### src/rtl/hazard_unit.sv
// -----------------------------------------------------------------------------
// hazard_unit
//
// Pipeline hazard controller for a classic five-stage pipeline. It produces the
// stall/flush controls consumed by the PC, IF/ID and ID/EX pipeline registers:
//   * Load-use: when the instruction in ID reads a register that a load in EX
//     is about to write, the PC and IF/ID are held and ID/EX receives bubbles
//     for LOAD_STALL_CYCLES consecutive cycles.
//   * Taken branch / jump resolved in EX: the wrong-path instructions in IF/ID
//     and ID/EX are squashed while the PC loads the target. A flush overrides
//     a fresh hazard and aborts any stall still in progress.
// Two saturating counters report load-use bubble cycles and flush events.
//
// Parameters
//   LOAD_STALL_CYCLES  bubbles per load-use hazard (legal 1..7)
//   CNT_W              width of each statistics counter
//
// Ports
//   clk              rising-edge clock
//   reset            asynchronous, active-low reset
//   id_inst          instruction currently held in IF/ID
//   ex_MemRead       instruction in EX is a load
//   ex_rt            destination register of the EX instruction
//   ex_branch_taken  EX resolved a taken branch this cycle
//   ex_jump          EX instruction is a jump
//   pc_write         PC update enable
//   ifid_write       IF/ID load enable
//   ifid_flush       IF/ID clear-to-NOP
//   idex_stall       ID/EX loads a bubble (all controls zero) at next edge
//   stall_cycles     load-use bubble cycles since reset (saturating)
//   flush_count      flush events since reset (saturating)
// -----------------------------------------------------------------------------
module hazard_unit #(
  parameter int LOAD_STALL_CYCLES = 1,
  parameter int CNT_W             = 16
) (
  input  logic             clk,
  input  logic             reset,
  input  logic [31:0]      id_inst,
  input  logic             ex_MemRead,
  input  logic [4:0]       ex_rt,
  input  logic             ex_branch_taken,
  input  logic             ex_jump,
  output logic             pc_write,
  output logic             ifid_write,
  output logic             ifid_flush,
  output logic             idex_stall,
  output logic [CNT_W-1:0] stall_cycles,
  output logic [CNT_W-1:0] flush_count
);

  // ---------------------------------------------------------------------------
  // Constants
  // ---------------------------------------------------------------------------
  // Remaining-bubble count loaded when a hazard is first seen; the detecting
  // cycle itself is the first bubble, so LSTALL covers the remainder.
  localparam logic [2:0]       REM_INIT = 3'(LOAD_STALL_CYCLES - 1);
  localparam logic [CNT_W-1:0] CNT_MAX  = '1;

  // Opcodes whose rt field is a source operand: R-type, beq, bne, sw.
  localparam logic [5:0] OP_RTYPE = 6'b000000;
  localparam logic [5:0] OP_BEQ   = 6'b000100;
  localparam logic [5:0] OP_BNE   = 6'b000101;
  localparam logic [5:0] OP_SW    = 6'b101011;

  // Counter indices inside the statistics array.
  localparam int CNT_STALL = 0;
  localparam int CNT_FLUSH = 1;
  localparam int NUM_CNT   = 2;

  typedef enum logic {
    RUN    = 1'b0,
    LSTALL = 1'b1
  } state_t;

  // ---------------------------------------------------------------------------
  // Instruction field decode
  // ---------------------------------------------------------------------------
  logic [5:0] id_opcode;
  logic [4:0] id_rs;
  logic [4:0] id_rt;
  logic       id_uses_rt;
  logic       unused_inst_bits;

  assign id_opcode = id_inst[31:26];
  assign id_rs     = id_inst[25:21];
  assign id_rt     = id_inst[20:16];

  // The low half (rd/shamt/funct/immediate) plays no part in hazard detection.
  assign unused_inst_bits = ^id_inst[15:0];

  always_comb begin
    id_uses_rt = 1'b0;
    case (id_opcode)
      OP_RTYPE, OP_BEQ, OP_BNE, OP_SW: id_uses_rt = 1'b1;
      default:                         id_uses_rt = 1'b0;
    endcase
  end

  // ---------------------------------------------------------------------------
  // Hazard / flush detection
  // ---------------------------------------------------------------------------
  logic hazard;
  logic flush;

  // $0 is hard-wired zero, so a load targeting it never creates a dependence.
  assign hazard = ex_MemRead && (ex_rt != 5'd0) &&
                  ((ex_rt == id_rs) || (id_uses_rt && (ex_rt == id_rt)));

  assign flush  = ex_branch_taken || ex_jump;

  // ---------------------------------------------------------------------------
  // Control FSM
  // ---------------------------------------------------------------------------
  state_t             state_q, state_d;
  logic [2:0]         rem_q, rem_d;
  logic [NUM_CNT-1:0] cnt_inc;

  always_ff @(posedge clk or negedge reset) begin
    if (!reset) begin
      state_q <= RUN;
      rem_q   <= 3'd0;
    end else begin
      state_q <= state_d;
      rem_q   <= rem_d;
    end
  end

  always_comb begin
    // Normal flow by default.
    state_d    = state_q;
    rem_d      = rem_q;
    pc_write   = 1'b1;
    ifid_write = 1'b1;
    ifid_flush = 1'b0;
    idex_stall = 1'b0;
    cnt_inc    = '0;

    if (!reset) begin
      // Outputs forced to normal flow while reset is held, whatever the
      // inputs say; the registers are already being cleared asynchronously.
      state_d = RUN;
      rem_d   = 3'd0;
    end else if (flush) begin
      // Squash both wrong-path slots while the PC takes the target. Any stall
      // in progress is abandoned: the dependent instruction is being killed.
      ifid_flush         = 1'b1;
      idex_stall         = 1'b1;
      cnt_inc[CNT_FLUSH] = 1'b1;
      state_d            = RUN;
      rem_d              = 3'd0;
    end else begin
      case (state_q)
        RUN: begin
          if (hazard) begin
            pc_write           = 1'b0;
            ifid_write         = 1'b0;
            idex_stall         = 1'b1;
            cnt_inc[CNT_STALL] = 1'b1;
            if (LOAD_STALL_CYCLES > 1) begin
              state_d = LSTALL;
              rem_d   = REM_INIT;
            end
          end
        end

        LSTALL: begin
          // The load has moved on, so the hazard inputs are no longer looked
          // at; the remaining bubbles are inserted unconditionally.
          pc_write           = 1'b0;
          ifid_write         = 1'b0;
          idex_stall         = 1'b1;
          cnt_inc[CNT_STALL] = 1'b1;
          rem_d              = rem_q - 3'd1;
          if (rem_q == 3'd1) begin
            state_d = RUN;
          end
        end

        default: begin
          state_d = RUN;
          rem_d   = 3'd0;
        end
      endcase
    end
  end

  // ---------------------------------------------------------------------------
  // Saturating statistics counters
  // ---------------------------------------------------------------------------
  logic [CNT_W-1:0] cnt_q [NUM_CNT];
  logic [CNT_W-1:0] cnt_d [NUM_CNT];

  generate
    for (genvar gi = 0; gi < NUM_CNT; gi++) begin : g_cnt
      always_comb begin
        cnt_d[gi] = cnt_q[gi];
        if (cnt_inc[gi] && (cnt_q[gi] != CNT_MAX)) begin
          cnt_d[gi] = cnt_q[gi] + 1'b1;
        end
      end

      always_ff @(posedge clk or negedge reset) begin
        if (!reset) begin
          cnt_q[gi] <= '0;
        end else begin
          cnt_q[gi] <= cnt_d[gi];
        end
      end
    end
  endgenerate

  assign stall_cycles = cnt_q[CNT_STALL];
  assign flush_count  = cnt_q[CNT_FLUSH];

endmodule

### config.mk
export PLATFORM = sky130hd
export DESIGN_NAME = hazard_unit
export DESIGN_NICKNAME = d
export VERILOG_FILES = /design/src/rtl/hazard_unit.sv
export SDC_FILE = /design/constraint.sdc
export NUM_CORES = 1
export LEC_CHECK = 0
export CAP_MARGIN = 20
export CELL_PAD_IN_SITES_DETAIL_PLACEMENT = 0
export CELL_PAD_IN_SITES_GLOBAL_PLACEMENT = 1
export CORE_MARGIN = 2
export CORE_UTILIZATION = 34
export CTS_CLUSTER_SIZE = 16
export DETAILED_ROUTE_END_ITERATION = 8
export PLACE_DENSITY_LB_ADDON = 0.12
export SETUP_SLACK_MARGIN = 0.05
export SYNTH_ARGS = -nofsm -noshare
export SYNTH_HDL_FRONTEND = slang
export SYNTH_SLANG_ARGS = --single-unit
### constraint.sdc
create_clock -name clk -period 5.45 [get_ports clk]
set_clock_uncertainty 0.1 [all_clocks]
set_input_delay 0.545 -clock clk [delete_from_list [all_inputs] [get_ports clk]]
set_output_delay 0.545 -clock clk [all_outputs]
set_load 0.05 [all_outputs]
==> impl_metrics.env <==
export IMPL_outcome="finished, final reports clean"
export IMPL_hold_violations=0
export IMPL_period_needed_ns=3.88
export IMPL_ys_seq_area_share_pct=47.3
export IMPL_cts_tree="done"
export IMPL_switching_share_pct=35.2
export IMPL_preCtsSetupSlack_ns=1.59
export IMPL_ys_warnings_count=0
export IMPL_path_max_fanout=16
export IMPL_ctsRootBufferMaster="clkbuf_8"
export IMPL_ys_seq_elements=36
export IMPL_drt_wl_total_um=4020
export IMPL_gr_total_overflow=0
export IMPL_p_seq_share_pct=44.1
export IMPL_wl_per_cell_um=12.5
export IMPL_clockPowerShare_pct=26.7
export IMPL_grt_pass1_wl_um=7000
export IMPL_cts_buffers=5
export IMPL_maxCapViolCount=0
export IMPL_worstPathCellList="clkdlybuf4s50_1 > or4_1 > a2111o_1 > a221oi_4 > buf_4 > inv_2 > clkdlybuf4s50_1"
export IMPL_dp_hpwl_um=2930
export IMPL_synth_fp_nets=227
export IMPL_portBuffers=61
export IMPL_ir_drop_v=0.000192
export IMPL_power_density_mw_per_mm2=275
export IMPL_grt_util_all_layers_pct=14.2
export IMPL_start_util_pct=34.8
export IMPL_syn_mean_instance_area_um2=10.5
export IMPL_die_x_um=78.9
export IMPL_grt_pass1_vias=1470
export IMPL_num_fill_cells=528
export IMPL_ctsHoldBuffers=0
export IMPL_coreArea_mm2=0.00547
export IMPL_internal_power_w=0.000481
export IMPL_slowest_delay_ns=0.69
export IMPL_path_clk_slew_ns=0.07
export IMPL_rsz0062_at_grt="no"
export IMPL_hold_class="input port to async pin"
export IMPL_drc=0
export IMPL_tns_ns=0
export IMPL_fp_row_count=27
export IMPL_postCtsSetupRepairBufs=0
export IMPL_diodes=0
export IMPL_clockBufferDepth=2
export IMPL_syn_inst=181
export IMPL_worst_slack_ns=1.57
export IMPL_cts_sinks=36
export IMPL_ant_nets=0
export IMPL_clock_latency_ns=0.29
export IMPL_crit_arrival_ns=3.24
export IMPL_vias=1512
export IMPL_setup_viol=0
export IMPL_synth_top_cell_by_area="dfrtp_1"
export IMPL_slew_headroom_pct=50.9
export IMPL_endpoint_kind="output pin"
export IMPL_critPathRequiredTime_ns=4.81
export IMPL_leakage_nw=1.07
export IMPL_pin_count=78
export IMPL_crit_path_start_kind="input port"
export IMPL_fp_dieH_um=78.9
export IMPL_syn_area_mm2=0.00191
export IMPL_combinationalPowerShare_pct=29.2
export IMPL_antenna_found_initial=0
export IMPL_cts_resized=0
export IMPL_net_switching_power_w=0.000261
export IMPL_grt_max_degree=40
export IMPL_crit_path_top_delay_cell="clkdlybuf4s50_1"
export IMPL_synth_area_leaders="dfrtp_1 (47%), xnor2_1 (15%), xor2_1 (3.7%)"
export IMPL_synthDistinctLibCells=34
export IMPL_period_share_pct=71.2
export IMPL_synth_top_area_share_pct=47.3
export IMPL_dieArea_mm2=0.00622
export IMPL_fmax_mhz=258
export IMPL_drv_slew=0
export IMPL_first_pass_iters=3
export IMPL_drive_above_1_share_pct=5.62
export IMPL_areaGrowthSynthToFinish_pct=41.4
export IMPL_tightestPinTransition_ns=0.735
export IMPL_vias_per_cell=4.71
export IMPL_fin_nets=294
export IMPL_hold_ws_ns=0.206
export IMPL_critical_path_class="input port to output pin"
export IMPL_crit_path_frequent_cell="clkdlybuf4s50_1"
export IMPL_place_gp_congestion=0.729
export IMPL_htree_levels=2
export IMPL_first_iter_violations=45
[critical path: cells and delay by family]
family                 cells  cell delay (ns)
AO/OA/AOI/OAI              2             0.75
buffers and inverters      4             1.41
AND/OR/NAND/NOR            1             0.52
[layout make-up]
type                            count  area (µm²)  area share (%)
Inverter                            4        15.0           0.557
Clock buffer                        7        86.3            3.20
Timing Repair Buffer               64         628            23.3
Clock inverter                      1        7.51           0.279
Sequential cell                    36         901            33.4
Tap cell                           72        90.1            3.34
Multi-Input combinational cell    137         967            35.9
[stage by stage]
step / total power, W / instances / utilization, % / instance area, µm²
after floorplan: 0.000462 / 181 / - / 1910
after global placement: 0.000551 / 313 / 47.5 / 2600
after detailed placement: 0.000552 / 313 / 47.5 / 2600
after CTS: 0.000754 / 321 / 49.2 / 2700
after global routing: 0.000781 / 321 / 49.2 / 2700
final: 0.000742 / 321 / 49.2 / 2700
[cell usage in the layout (no fill, tap or decap), types with 2 or more instances in the layout]
master,n
clkdlybuf4s50_1,60
and2_1,5
nand3b_1,2
xor2_1,8
nor2b_1,3
and4_1,4
nand3_1,13
xnor2_1,32
dfrtp_1,36
nor3_1,5
buf_4,3
clkbuf_8,6
a21boi_1,2
nand2_1,18
nand4b_1,2
mux2_1,3
and3_1,3
or4_1,2
nand4_1,10
ha_1,4
inv_1,3
nor2_1,9
[flip-flops by register name, indices dropped and copies added (netlist names)]
register / count
state_q: 1
flush_count: 16
rem_q: 3
stall_cycles: 16
[path summary, 6_finish.rpt]
check                      slack, ns       startpoint  cells after the start              end
min in group clk                0.39  flush_count[11]                      1  flush_count[11]
min reg2reg                     0.39  flush_count[11]                      1  flush_count[11]
max reg2reg                     2.97   flush_count[6]                      6   flush_count[7]
min                             0.21            reset                      2   flush_count[1]
max in group asynchronous       4.69            reset                      2   flush_count[4]
max                             1.57      id_inst[27]                      7         pc_write
[per-layer routing]
| metal | share of wire [%] | GRT usage [%] |
|---|---|---|
| met3 | 3.1 | 2.73 |
| met5 | 0 | 0 |
| met4 | 1.1 | 4.66 |
| met2 | 49 | 22.6 |
| met1 | 47 | 19.5 |
[power groups by stage]
stage	clock network, W	logic [W]	registers (W)
3_3_place_gp	0	0.000218	0.000333
3_5_place_dp	0	0.000219	0.000333
6_report	0.000198	0.000217	0.000327
5_1_grt	0.000217	0.000230	0.000334
4_1_cts	0.000207	0.000219	0.000327
2_1_floorplan	0	0.0000511	0.000411
[kinds of logic (layout without fill, tap and decap cells)]
logic type | count (synthesis) | count (layout) | share of synthesized area [%]
muxes | 4 | 4 | 2.36
xor gates and xnor gates | 40 | 40 | 18.4
AOI/OAI and AO/OA | 10 | 10 | 4.73
buffers and inverters | 8 | 76 | 1.97
adders and majority gates | 4 | 4 | 2.63
and+or+nand+nor | 79 | 79 | 22.7
DFF | 36 | 36 | 47.3
[cell usage after synthesis]
library cell,instances
nand3_1,13
and4bb_1,1
nor2_1,9
nand2_1,18
and4_1,4
mux2_1,3
a21boi_1,2
a41oi_1,1
a211oi_1,1
xor2_1,8
clkbuf_1,2
o21ai_0,1
and2_1,5
o21ai_1,1
ha_1,4
nor3b_1,1
a2111o_1,1
dfrtp_1,36
inv_1,3
xnor2_1,32
a31oi_1,1
nand3b_1,2
a221oi_4,1
nor3_1,5
buf_4,2
inv_2,1
and3_1,3
nor2b_1,3
or4_1,2
a21oi_1,1
mux2_2,1
nand2b_1,1
nand4b_1,2
nand4_1,10
(Power assumes the default switching activity.)
